<file path="src/rtl/muldiv_pkg.sv">
// Shared types for the iterative multiply/divide unit: operation codes,
// controller states and the iteration-counter width helper.
package muldiv_pkg;

    // Bit 1 selects divide, bit 0 selects signed arithmetic.
    typedef enum logic [1:0] {
        OP_MULTU = 2'b00,
        OP_MULT  = 2'b01,
        OP_DIVU  = 2'b10,
        OP_DIV   = 2'b11
    } op_e;

    typedef enum logic [1:0] {
        IDLE = 2'b00,
        CALC = 2'b01,
        FIX  = 2'b10
    } state_e;

    // Counter must index iterations 0..width-1.
    function automatic int cnt_width(input int width);
        return (width > 1) ? $clog2(width) : 1;
    endfunction

endpackage

</file>
<file path="src/rtl/muldiv_unit.sv">
// Iterative MULT/MULTU/DIV/DIVU unit with architectural HI/LO registers.
// One iteration per clock in CALC (shift-add multiply or restoring divide on
// a shared {acc_hi, acc_lo} register pair); FIX applies sign correction and
// commits the result to HI/LO with a one-cycle done pulse.
module muldiv_unit
    import muldiv_pkg::*;
#(
    parameter int WIDTH = 32
) (
    input  logic             clk,
    input  logic             reset,
    input  logic             start,
    input  logic [1:0]       op,
    input  logic [WIDTH-1:0] a,
    input  logic [WIDTH-1:0] b,
    input  logic             wr_hi,
    input  logic             wr_lo,
    input  logic [WIDTH-1:0] wdata,
    output logic             busy,
    output logic             done,
    output logic             dbz,
    output logic [WIDTH-1:0] hi,
    output logic [WIDTH-1:0] lo
);

    localparam int CW = cnt_width(WIDTH);
    localparam logic [CW-1:0] LAST_ITER = CW'(WIDTH - 1);

    state_e           state_q;
    op_e              op_q;
    logic             sign_a_q;
    logic             sign_b_q;
    logic [WIDTH-1:0] b_q;
    logic [WIDTH-1:0] acc_hi_q;
    logic [WIDTH-1:0] acc_lo_q;
    logic [CW-1:0]    cnt_q;
    logic             busy_q;
    logic             done_q;
    logic             dbz_q;
    logic [WIDTH-1:0] hi_q;
    logic [WIDTH-1:0] lo_q;

    // Operand magnitudes; unsigned ops pass the raw operands through.
    logic             a_neg;
    logic             b_neg;
    logic [WIDTH-1:0] a_abs;
    logic [WIDTH-1:0] b_abs;

    assign a_neg = op[0] & a[WIDTH-1];
    assign b_neg = op[0] & b[WIDTH-1];
    assign a_abs = a_neg ? (~a + WIDTH'(1)) : a;
    assign b_abs = b_neg ? (~b + WIDTH'(1)) : b;

    logic             is_div;
    logic             negate;
    logic [WIDTH:0]   mul_sum;
    logic [WIDTH:0]   rem_sh;
    logic [WIDTH:0]   sub_a;
    logic [WIDTH:0]   sub_b;
    logic [WIDTH:0]   sub_y;
    logic             lo_zero;
    logic [WIDTH-1:0] prod_hi_neg;
    logic [WIDTH-1:0] rem_neg;
    logic [WIDTH-1:0] res_hi;
    logic [WIDTH-1:0] res_lo;

    assign is_div  = op_q[1];
    // Sign flags are latched as zero for unsigned ops, so this never fires there.
    assign negate  = sign_a_q ^ sign_b_q;
    // Multiply step: add multiplicand when the current multiplier bit is set.
    assign mul_sum = {1'b0, acc_hi_q} + (acc_lo_q[0] ? {1'b0, b_q} : {(WIDTH+1){1'b0}});
    // Divide step: remainder after shifting in the next dividend bit.
    assign rem_sh  = {acc_hi_q, acc_lo_q[WIDTH-1]};
    assign lo_zero = (acc_lo_q == '0);

    // One WIDTH+1 subtractor: divide trial in CALC, low-half negation in FIX.
    always_comb begin
        sub_a = rem_sh;
        sub_b = {1'b0, b_q};
        if (state_q == FIX) begin
            sub_a = '0;
            sub_b = {1'b0, acc_lo_q};
        end
        sub_y = sub_a - sub_b;
    end

    // Upper half of a negated 2*WIDTH product carries in only when the low half is zero.
    assign prod_hi_neg = ~acc_hi_q + {{(WIDTH-1){1'b0}}, lo_zero};
    assign rem_neg     = ~acc_hi_q + WIDTH'(1);

    // Final HI/LO selection applied in FIX.
    always_comb begin
        res_lo = negate ? sub_y[WIDTH-1:0] : acc_lo_q;
        res_hi = acc_hi_q;
        if (is_div) begin
            if (sign_a_q) res_hi = rem_neg;
        end else if (negate) begin
            res_hi = prod_hi_neg;
        end
    end

    // Controller, datapath and architectural registers.
    always_ff @(posedge clk or negedge reset) begin
        if (!reset) begin
            state_q  <= IDLE;
            op_q     <= OP_MULTU;
            sign_a_q <= 1'b0;
            sign_b_q <= 1'b0;
            b_q      <= '0;
            acc_hi_q <= '0;
            acc_lo_q <= '0;
            cnt_q    <= '0;
            busy_q   <= 1'b0;
            done_q   <= 1'b0;
            dbz_q    <= 1'b0;
            hi_q     <= '0;
            lo_q     <= '0;
        end else begin
            done_q <= 1'b0;
            case (state_q)
                IDLE: begin
                    if (start) begin
                        state_q  <= CALC;
                        op_q     <= op_e'(op);
                        sign_a_q <= a_neg;
                        sign_b_q <= b_neg;
                        b_q      <= b_abs;
                        acc_hi_q <= '0;
                        acc_lo_q <= a_abs;
                        cnt_q    <= '0;
                        busy_q   <= 1'b1;
                        dbz_q    <= 1'b0;
                    end else begin
                        if (wr_hi) hi_q <= wdata;
                        if (wr_lo) lo_q <= wdata;
                    end
                end
                CALC: begin
                    if (is_div) begin
                        // No borrow: keep the difference and set the quotient bit.
                        if (!sub_y[WIDTH]) begin
                            acc_hi_q <= sub_y[WIDTH-1:0];
                            acc_lo_q <= {acc_lo_q[WIDTH-2:0], 1'b1};
                        end else begin
                            acc_hi_q <= rem_sh[WIDTH-1:0];
                            acc_lo_q <= {acc_lo_q[WIDTH-2:0], 1'b0};
                        end
                    end else begin
                        {acc_hi_q, acc_lo_q} <= {mul_sum, acc_lo_q[WIDTH-1:1]};
                    end
                    cnt_q <= cnt_q + CW'(1);
                    if (cnt_q == LAST_ITER) state_q <= FIX;
                end
                FIX: begin
                    hi_q    <= res_hi;
                    lo_q    <= res_lo;
                    done_q  <= 1'b1;
                    dbz_q   <= is_div && (b_q == '0);
                    busy_q  <= 1'b0;
                    cnt_q   <= '0;
                    state_q <= IDLE;
                end
                default: begin
                    state_q <= IDLE;
                    busy_q  <= 1'b0;
                end
            endcase
        end
    end

    assign busy = busy_q;
    assign done = done_q;
    assign dbz  = dbz_q;
    assign hi   = hi_q;
    assign lo   = lo_q;

endmodule

</file>
<file path="config.mk">
export PLATFORM = sky130hd
export DESIGN_NAME = muldiv_unit
export DESIGN_NICKNAME = d
export VERILOG_FILES = /design/src/rtl/muldiv_pkg.sv /design/src/rtl/muldiv_unit.sv
export SDC_FILE = /design/constraint.sdc
export NUM_CORES = 1
export LEC_CHECK = 0
export ABC_AREA = 0
export BUFFER_PORTS_ARGS = -buffer_cell sky130_fd_sc_hd__buf_2
export CORE_AREA = 2 2 173 175
export DETAILED_ROUTE_END_ITERATION = 10
export DIE_AREA = 0 0 175 177
export GPL_TIMING_DRIVEN = 0
export PLACE_DENSITY = 0.71
export SLEW_MARGIN = 20
export SYNTH_ARGS = -nofsm -noshare
export SYNTH_HDL_FRONTEND = slang
export SYNTH_SLANG_ARGS = --single-unit
</file>
<file path="constraint.sdc">
create_clock -name clk -period 5.14 [get_ports clk]
set_input_delay 1.028 -clock clk [delete_from_list [all_inputs] [get_ports clk]]
set_output_delay 1.028 -clock clk [all_outputs]
set_load 0.01 [all_outputs]
</file>
==> results.sh, run 1 <==
export IMPL_yosysTopAreaCell="dfrtp_1"
export IMPL_synth_distinct_cells=73
export IMPL_drc=0
export IMPL_grt_overflow=0
export IMPL_grt_pass1_vias=14800
export IMPL_pwr_density_cell_nw_per_um2=809
export IMPL_synth_top_cell_area_share_pct=28.9
export IMPL_cp_num_buf_inv=5
export IMPL_grt_start_max_net_pins=91
export IMPL_cpPeakStageDelay_ns=0.45
export IMPL_final_max_slew_violation_count=0
export IMPL_tritoncts="done"
export IMPL_grt_usage_pct=38.5
export IMPL_cpMaxStageDelayCell="or4_1"
export IMPL_end_kind="register"
export IMPL_die_w_um=175
export IMPL_num_nets_final=2304
export IMPL_path_cells="nand2b_1 -> inv_2 -> clkbuf_2 -> clkbuf_4 -> mux2i_1 -> ha_1 -> buf_2 -> nand4_1 -> or4_1 -> a21o_1 -> and4_4 -> o21a_1 -> or3_1 -> buf_6 -> or3_1 -> o311ai_1 -> a32oi_1"
export IMPL_ctsLongestPathBuffers=2
export IMPL_total_power_w=0.0137
export IMPL_globalplace_congestion=1.03
export IMPL_crit_cells=17
export IMPL_rsz0062_at_grt="false"
export IMPL_ys_async_sr_fraction_pct=100
export IMPL_start_util_pct=51.2
export IMPL_syn_to_final_growth_pct=13.2
export IMPL_ios=170
export IMPL_die_area_um2=31000
export IMPL_crit_top_cell="or3_1"
export IMPL_p_leak_nw=7.46
export IMPL_hold_class="reg -> reg"
export IMPL_cts_root_buf="clkbuf_16"
export IMPL_synth_area_um2=15000
export IMPL_postSynthAreaPerCell_um2=7.71
export IMPL_drt_wl_total_um=59300
export IMPL_grt_first_pass_wirelength_um=89500
export IMPL_reg2reg_slack_ns=0.22
export IMPL_placed_area_um2=16300
export IMPL_vdd_drop_max_uv=340
export IMPL_clkTransAtPathRegs_ns=0.07
export IMPL_diodes=0
export IMPL_via_count=15900
export IMPL_cp_required_ns=5.48
export IMPL_antenna_found_initial=0
export IMPL_tightest_slew_ns=1.02
export IMPL_finalCritPeriodShare_pct=95.6
export IMPL_layout_common_cells="278 x nand2_1, 258 x o21ai_0, 181 x buf_2"
export IMPL_drv_cap=0
export IMPL_finalSetupViolations=0
export IMPL_crit_fanout=10
export IMPL_drt_iter0_markers=1686
export IMPL_utilization_pct=57.9
export IMPL_critical_path_arrival_ns=5.26
export IMPL_numClockSinks=173
export IMPL_worstSetupPathType="reg -> reg"
export IMPL_worstSetupStartpointType="register"
export IMPL_hold_path_cell_count=2
export IMPL_io_buffers=169
export IMPL_wire_per_inst_um=23.4
export IMPL_finalHoldViolCount=0
export IMPL_ant_nets=0
export IMPL_firstDrtPassIters=7
export IMPL_ys_warn_count=0
export IMPL_ys_top_cells_by_area="dfrtp_1 29%, o21ai_0 8.6%, nand2_1 7.0%"
export IMPL_crit_family="simple AND/OR/NAND/NOR gates"
export IMPL_num_rows=63
export IMPL_fin_skew_ns=0.0119
export IMPL_max_freq_mhz=203
export IMPL_dpl_hpwl_um=47900
export IMPL_fin_area_um2=16900
export IMPL_synth_nets=2116
export IMPL_fin_ws_ns=0.225
export IMPL_synthCells=1940
export IMPL_slew_headroom_pct=32.1
export IMPL_pre_cts_slack_ns=-0.528
export IMPL_layout_commonest_cell="nand2_1"
export IMPL_yosysSeqAreaShare_pct=28.9
export IMPL_clk_latency_ns=0.48
export IMPL_htree_levels=4
export IMPL_core_area_um2=29200
export IMPL_via_per_inst=6.29
export IMPL_yosys_register_bits=173
export IMPL_drive_gt1_share_pct=11.6
export IMPL_cts_buffers=17
export IMPL_dieHeight_um=177
export IMPL_r2r_cells=17
export IMPL_synth_edff_count=0
export IMPL_synth_flop_cell="dfrtp_1"
export IMPL_layout_min_cycle_time_ns=4.92
export IMPL_outcome="finished, final reports clean"
==> report_power, final <==
group / total (W) / switching [W] / internal, W / leakage (nW)
Sequential: 0.00317 / 0.00112 / 0.00205 / 2.14
Combinational: 0.00922 / 0.00580 / 0.00342 / 5.05
Clock: 0.00131 / 0.000626 / 0.000680 / 0.270
==> worst paths after layout <==
check	startpoint	endpoint
worst max-delay path	state_q[0]	acc_hi_q[29]
worst min-delay path	hi[23]	hi[23]
worst max register to register	state_q[0]	acc_hi_q[29]
worst min register to register	hi[23]	hi[23]
max in group asynchronous	reset	acc_lo_q[3]
min in group asynchronous	reset	hi[1]
==> flip-flops by register name, indices dropped and copies added, names as in the netlist <==
register	count
hi	32
state_q	2
acc_lo_q	32
acc_hi_q	32
lo	32
done	1
dbz	1
op_q	1
sign_a_q	1
cnt_q	5
b_q	32
sign_b_q	1
busy	1
==> repair_timing <==
| action | in CTS | in global routing |
|---|---|---|
| setup buffers | 0 | 0 |
| gates resized for setup | 10 | 6 |
| endpoints found under the setup margin | 39 | 21 |
| hold buffers | 0 | 0 |
==> stage by stage <==
step	cells	hold WS (ns)	TNS, ns
2_1_floorplan	1940	0.484	0
3_3_place_gp	2499	0.457	-9.17
3_5_place_dp	2500	0.466	-10.94
4_1_cts	2532	0.482	0
5_1_grt	2531	0.497	0
6_report	2531	0.477	0
==> tightest hold or removal path, delay by kind of cell, from the launching register on <==
kind            cells  cell delay (ns)
simple gates        1             0.04
flops               1             0.34
compound gates      1             0.06
==> cell usage after synthesis (8+ instances only) <==
cell type	instances
a211oi_1	14
inv_1	29
a21oi_1	145
or2_2	8
o221ai_1	11
or4_1	9
nor4_1	36
a21o_1	44
ha_1	71
nor2_1	136
nand3_1	23
o21bai_1	10
nand2_1	278
nand2b_1	14
and2_1	64
buf_2	11
a31oi_1	25
dfrtp_1	173
xor2_1	63
or3_1	13
buf_1	18
o21ai_0	258
o21a_1	10
mux2i_1	84
o211ai_1	23
xnor2_1	78
nand4_1	21
clkbuf_1	101
nor2b_1	11
o31ai_1	19
a22oi_1	14
nor3_1	36
==> cells by family (layout without fill, tap and decap cells) <==
logic type	count (synthesis)	count (layout)	share of synthesized area (%)
AND/OR/NAND/NOR	676	676	21.2
XOR/XNOR	141	141	8.25
AO/OA/AOI/OAI	631	631	25.5
adder cells (fa/ha/maj)	73	73	6.21
flip-flops	173	173	28.9
buffers and inverters	162	363	4.26
multiplexers	84	84	5.62
==> metal layers <==
metal	track usage, %	up-vias	part of all wire (%)
met5	0	-	0
met4	15.3	0	3.8
met3	5.61	105	9.2
met2	59.6	820	44
met1	54.4	7646	43
li1	-	7358	-
==> cell type report <==
class                           instances  area (um2)
Sequential cell                       173        4330
Clock buffer                           17         425
Buffer                                131         537
Clock inverter                         15         150
Inverter                               30         113
Timing Repair Buffer                  170         883
Fill cell                            2815       12300
Tap cell                              390         488
Multi-Input combinational cell       1605       10000
Note: power is estimated with default switching activity, not from simulation.
==> run 2: changes to the inputs <==
CORE_AREA = 2 2 227 229   (was 2 2 173 175)
DIE_AREA = 0 0 229 231   (was 0 0 175 177)
PLACE_DENSITY = 0.45   (was 0.71)
==> run 2 against run 1 <==
  * Non-clock buffer count stayed put
  * Critical path depth did not move
  * Count of clock-buffer cells in the layout up 6
  * Register-to-register slack gained 0.12 ns
  * Setup slack improved by 0.12 ns
  * Die area rose by 71%
  * Sequential power is 4% higher
  * Hold slack worse by 0.070 ns
  * Critical path type unchanged
  * Largest power group unchanged
  * Highest routed layer unchanged
==> results.sh, run 2 (same netlist as run 1, synthesis figures left out) <==
export IMPL_clk_latency_ns=0.51
export IMPL_grt_overflow=0
export IMPL_num_rows=83
export IMPL_placed_cells=2791
export IMPL_cpPeakStageDelay_ns=0.50
export IMPL_worstSetupPathType="reg -> reg"
export IMPL_drv_cap=0
export IMPL_finalCritPeriodShare_pct=93.3
export IMPL_cp_required_ns=5.52
export IMPL_grt_usage_pct=25.3
export IMPL_ios=170
export IMPL_syn_to_final_growth_pct=16.1
export IMPL_globalplace_congestion=0.950
export IMPL_setup_worst_path_start="state_q[0]"
export IMPL_drive_gt1_share_pct=11.5
export IMPL_grt_pass1_vias=15200
export IMPL_numClockSinks=173
export IMPL_worstSetupStartpointType="register"
export IMPL_layout_commonest_cell="nand2_1"
export IMPL_antenna_found_initial=1
export IMPL_end_kind="register"
export IMPL_diodes=0
export IMPL_drc=0
export IMPL_drt_iter0_markers=1298
export IMPL_die_w_um=229
export IMPL_vdd_drop_max_uv=376
export IMPL_start_util_pct=29.5
export IMPL_grt_start_max_net_pins=68
export IMPL_htree_levels=4
export IMPL_fin_area_um2=17400
export IMPL_r2r_start="state_q[0]"
export IMPL_pwr_density_cell_nw_per_um2=808
export IMPL_max_freq_mhz=208
export IMPL_num_nets_final=2304
export IMPL_firstDrtPassIters=5
export IMPL_io_buffers=169
export IMPL_path_cells="nand2b_2 -> inv_4 -> clkbuf_2 -> clkbuf_4 -> mux2i_1 -> ha_1 -> buf_2 -> nand4_1 -> or4_1 -> a21o_1 -> and4_4 -> o21a_1 -> nor3_4 -> buf_2 -> o21ai_0 -> a2bb2oi_1 -> o21ai_0"
export IMPL_tritoncts="done"
export IMPL_cpMaxStageDelayCell="or4_1"
export IMPL_critical_path_arrival_ns=5.17
export IMPL_final_max_slew_violation_count=0
export IMPL_crit_fanout=10
export IMPL_tightest_slew_ns=1.13
export IMPL_cts_buffers=17
export IMPL_hold_class="in -> async"
export IMPL_clkTransAtPathRegs_ns=0.07
export IMPL_p_leak_nw=7.49
export IMPL_slew_headroom_pct=24.3
export IMPL_dieHeight_um=231
export IMPL_core_area_um2=50700
export IMPL_layout_common_cells="278 x nand2_1, 258 x o21ai_0, 181 x buf_2"
export IMPL_rsz0062_at_grt="false"
export IMPL_cts_root_buf="clkbuf_16"
export IMPL_holdBufCountCts=0
export IMPL_finalHoldViolCount=0
export IMPL_finalSetupViolations=0
export IMPL_drt_wl_total_um=67000
export IMPL_placed_area_um2=16700
export IMPL_via_count=15500
export IMPL_outcome="finished, final reports clean"
export IMPL_ctsLongestPathBuffers=2
export IMPL_final_cells=2820
export IMPL_wire_per_inst_um=23.8
export IMPL_dpl_hpwl_um=55100
export IMPL_fin_skew_ns=0.0154
export IMPL_ant_nets=0
export IMPL_via_per_inst=5.50
export IMPL_grt_first_pass_wirelength_um=99400
export IMPL_layout_min_cycle_time_ns=4.80
export IMPL_die_area_um2=52900
run 2: metrics by stage:
stage / hold slack, ns / TNS, ns / setup slack [ns] / utilization [%] / power [W]
after detailed placement: 0.464 / -14.11 / -0.615 / 33.0 / 0.0124
after floorplan: 0.484 / 0 / 0.851 / - / 0.00899
after CTS: 0.411 / 0 / 0.0450 / 34.3 / 0.0139
final: 0.408 / 0 / 0.342 / 34.3 / 0.0140
after global routing: 0.417 / 0 / 0.0905 / 34.3 / 0.0151
after global placement: 0.458 / -18.32 / -0.628 / 32.9 / 0.0124
run 2: timing repair:
item                       in CTS  in global routing
resized for setup              10                  9
pin swaps                       0                  0
setup buffers                   0                  0
setup endpoints to repair      43                 35
run 2: worst paths after layout:
kind,to,slack [ns],cells past startpoint
worst min register to register,hi[22],0.47,2
worst min-delay path,done,0.41,1
min in group clk,hi[22],0.47,2
max in group asynchronous,hi[3],4.02,2
worst max register to register,acc_lo_q[0],0.34,17
worst max-delay path,acc_lo_q[0],0.34,17
run 2: layout make-up:
type                    instances  area [um2]
plain buffers                 130         534
clock buffers                  23         488
clock inverters                 8         130
fillers                      5526       33300
inverters                      30         115
multi-input cells            1605       10000
flip-flops and latches        173        4330
well taps                     680         851
repair buffers                171         911
run 2: worst max-delay path: cells and delay by family (launching register included):
family	cells	cell delay [ns]
buf+inv	5	1.41
fa+ha+maj	1	0.29
compound gates	5	0.83
flops	1	0.43
mux	1	0.11
simple gates	5	1.58
run 2: power by group:
group	internal [W]	switching (W)	total (W)	leakage (nW)
sequential	0.00205	0.00126	0.00331	2.14
combinational	0.00342	0.00589	0.00930	5.06
clock	0.000814	0.000609	0.00142	0.293
run 2: metal layers:
metal,vias up,global-route usage (%),part of all wire (%)
li1,7372,-,-
met1,7570,35.7,47
met2,511,39.7,44
met3,62,3.74,5.7
met4,0,8.24,2.8
met5,-,0,0
==> run 3: changes to the inputs <==
CAP_MARGIN = 20   (was default)
RECOVER_POWER = 25   (was default)
==> run 3 against run 2 <==
  * The flow now finishes with violations (max-capacitance violations, max-slew violations)
  * Sequential share of layout area grew 0.081 points
  * Hold slack gained 0.064 ns
  * Core utilization shrank 0.11 points
  * Combinational power is essentially flat
  * Clock power is essentially flat
==> results.sh, run 3 (same netlist as run 1, synthesis figures left out) <==
export IMPL_grt_start_max_net_pins=68
export IMPL_wire_per_inst_um=23.7
export IMPL_io_buffers=169
export IMPL_antenna_found_initial=1
export IMPL_timing_rr_end="acc_lo_q[0]"
export IMPL_layout_common_cells="278 x nand2_1, 258 x o21ai_0, 181 x buf_2"
export IMPL_globalplace_congestion=0.950
export IMPL_num_nets_final=2304
export IMPL_grt_usage_pct=25.3
export IMPL_r2r_cells=17
export IMPL_cts_buffers=17
export IMPL_grt_pass1_vias=15200
export IMPL_rsz0062_at_grt="false"
export IMPL_htree_levels=4
export IMPL_max_freq_mhz=209
export IMPL_dieHeight_um=231
export IMPL_vdd_drop_max_uv=376
export IMPL_fin_ws_ns=0.352
export IMPL_tightest_slew_ns=2.63
export IMPL_r2r_start="state_q[0]"
export IMPL_crit_path_end="acc_lo_q[0]"
export IMPL_finalSetupViolations=0
export IMPL_fin_tns_setup_ns=0
export IMPL_utilization_pct=34.2
export IMPL_worstSetupStartpointType="register"
export IMPL_drv_cap=3
export IMPL_end_kind="register"
export IMPL_num_rows=83
export IMPL_ios=170
export IMPL_cp_required_ns=5.52
export IMPL_worstSetupPathType="reg -> reg"
export IMPL_critical_path_arrival_ns=5.16
export IMPL_cts_root_buf="clkbuf_16"
export IMPL_ant_nets=0
export IMPL_firstDrtPassIters=5
export IMPL_clk_latency_ns=0.51
export IMPL_numClockSinks=173
export IMPL_pwr_density_cell_nw_per_um2=810
export IMPL_drc=0
export IMPL_layout_min_cycle_time_ns=4.79
export IMPL_start_util_pct=29.5
export IMPL_outcome="finished, violations left"
export IMPL_finalHoldViolCount=0
export IMPL_reg2reg_slack_ns=0.35
export IMPL_postCtsSetupRepairBufs=0
export IMPL_dpl_hpwl_um=55100
export IMPL_whs_ns=0.472
export IMPL_die_area_um2=52900
export IMPL_grt_first_pass_wirelength_um=99400
export IMPL_grt_overflow=0
export IMPL_final_max_slew_violation_count=178
export IMPL_drt_wl_total_um=66900
export IMPL_violations="max-capacitance violations, max-slew violations"
export IMPL_die_w_um=229
export IMPL_core_area_um2=50700
export IMPL_drive_gt1_share_pct=11.5
export IMPL_diodes=0
export IMPL_via_count=15500
export IMPL_crit_fanout=10
export IMPL_fillerInstances=5531
export IMPL_syn_to_final_growth_pct=15.7
export IMPL_finalCritPeriodShare_pct=93.1
export IMPL_drt_iter0_markers=1328
export IMPL_setup_worst_path_start="state_q[0]"
export IMPL_fin_skew_ns=0.0155
export IMPL_via_per_inst=5.51
export IMPL_clkTransAtPathRegs_ns=0.07
export IMPL_tritoncts="done"
export IMPL_slew_headroom_pct=-75.7
export IMPL_layout_commonest_cell="nand2_1"
export IMPL_p_leak_nw=7.47
export IMPL_hold_class="reg -> reg"
export IMPL_ctsLongestPathBuffers=2
export IMPL_pre_cts_slack_ns=-0.615
[run 3: repair_timing]
action	CTS	global route
resized for setup	10	9
setup endpoints to repair	43	35
hold buffers	0	0
[run 3: critical path: stages (launching register included)]
cell,delay (ns)
dfrtp_1,0.43
nand2b_2,0.33
inv_4,0.22
clkbuf_2,0.33
clkbuf_4,0.35
mux2i_1,0.11
ha_1,0.29
buf_2,0.18
nand4_1,0.16
or4_1,0.50
a21o_1,0.22
and4_4,0.21
o21a_1,0.22
nor3_4,0.38
buf_2,0.34
o21ai_0,0.14
a2bb2oi_1,0.16
o21ai_0,0.09
[run 3: power breakdown]
group / leakage (nW) / internal (W) / total, W / switching [W]
combinational: 5.04 / 0.00341 / 0.00929 / 0.00588
clock: 0.293 / 0.000814 / 0.00142 / 0.000609
sequential: 2.14 / 0.00205 / 0.00331 / 0.00126
total: 7.47 / 0.00627 / 0.0140 / 0.00775
[run 3: metal layers]
| metal | track usage [%] | share of wire [%] |
|---|---|---|
| met1 | 35.7 | 47 |
| met2 | 39.7 | 44 |
| met3 | 3.74 | 5.7 |
| met4 | 8.24 | 2.8 |
| met5 | 0 | 0 |
[run 3: how the worst min path moves through the flow]
stage            start       to  slack (ns)  cells past startpoint
6_report        lo[15]   lo[15]        0.47                      1
5_1_grt         lo[15]   lo[15]        0.51                      1
4_1_cts          reset     done        0.41                      1
3_5_place_dp    lo[15]   lo[15]        0.46                      1
3_3_place_gp    lo[15]   lo[15]        0.46                      1
2_1_floorplan  b_q[29]  b_q[29]        0.48                      2
[run 3: final cells by class]
cell class | instances | area, um2 | share of cell area, %
Inverter | 30 | 115 | 0.665
Timing Repair Buffer | 171 | 855 | 4.94
Clock inverter | 8 | 130 | 0.752
Buffer | 130 | 534 | 3.09
Tap cell | 680 | 851 | 4.92
Clock buffer | 23 | 488 | 2.82
Multi-Input combinational cell | 1605 | 10000 | 57.8
Sequential cell | 173 | 4330 | 25.0
[run 3: stage by stage]
step,cells,total power (W),cell area (um2)
global placement,2789,0.0124,16700
floorplan,1940,0.00899,15000
finish,2820,0.0140,17300
global route,2820,0.0151,17300
detailed placement,2791,0.0124,16700
CTS,2822,0.0139,17400
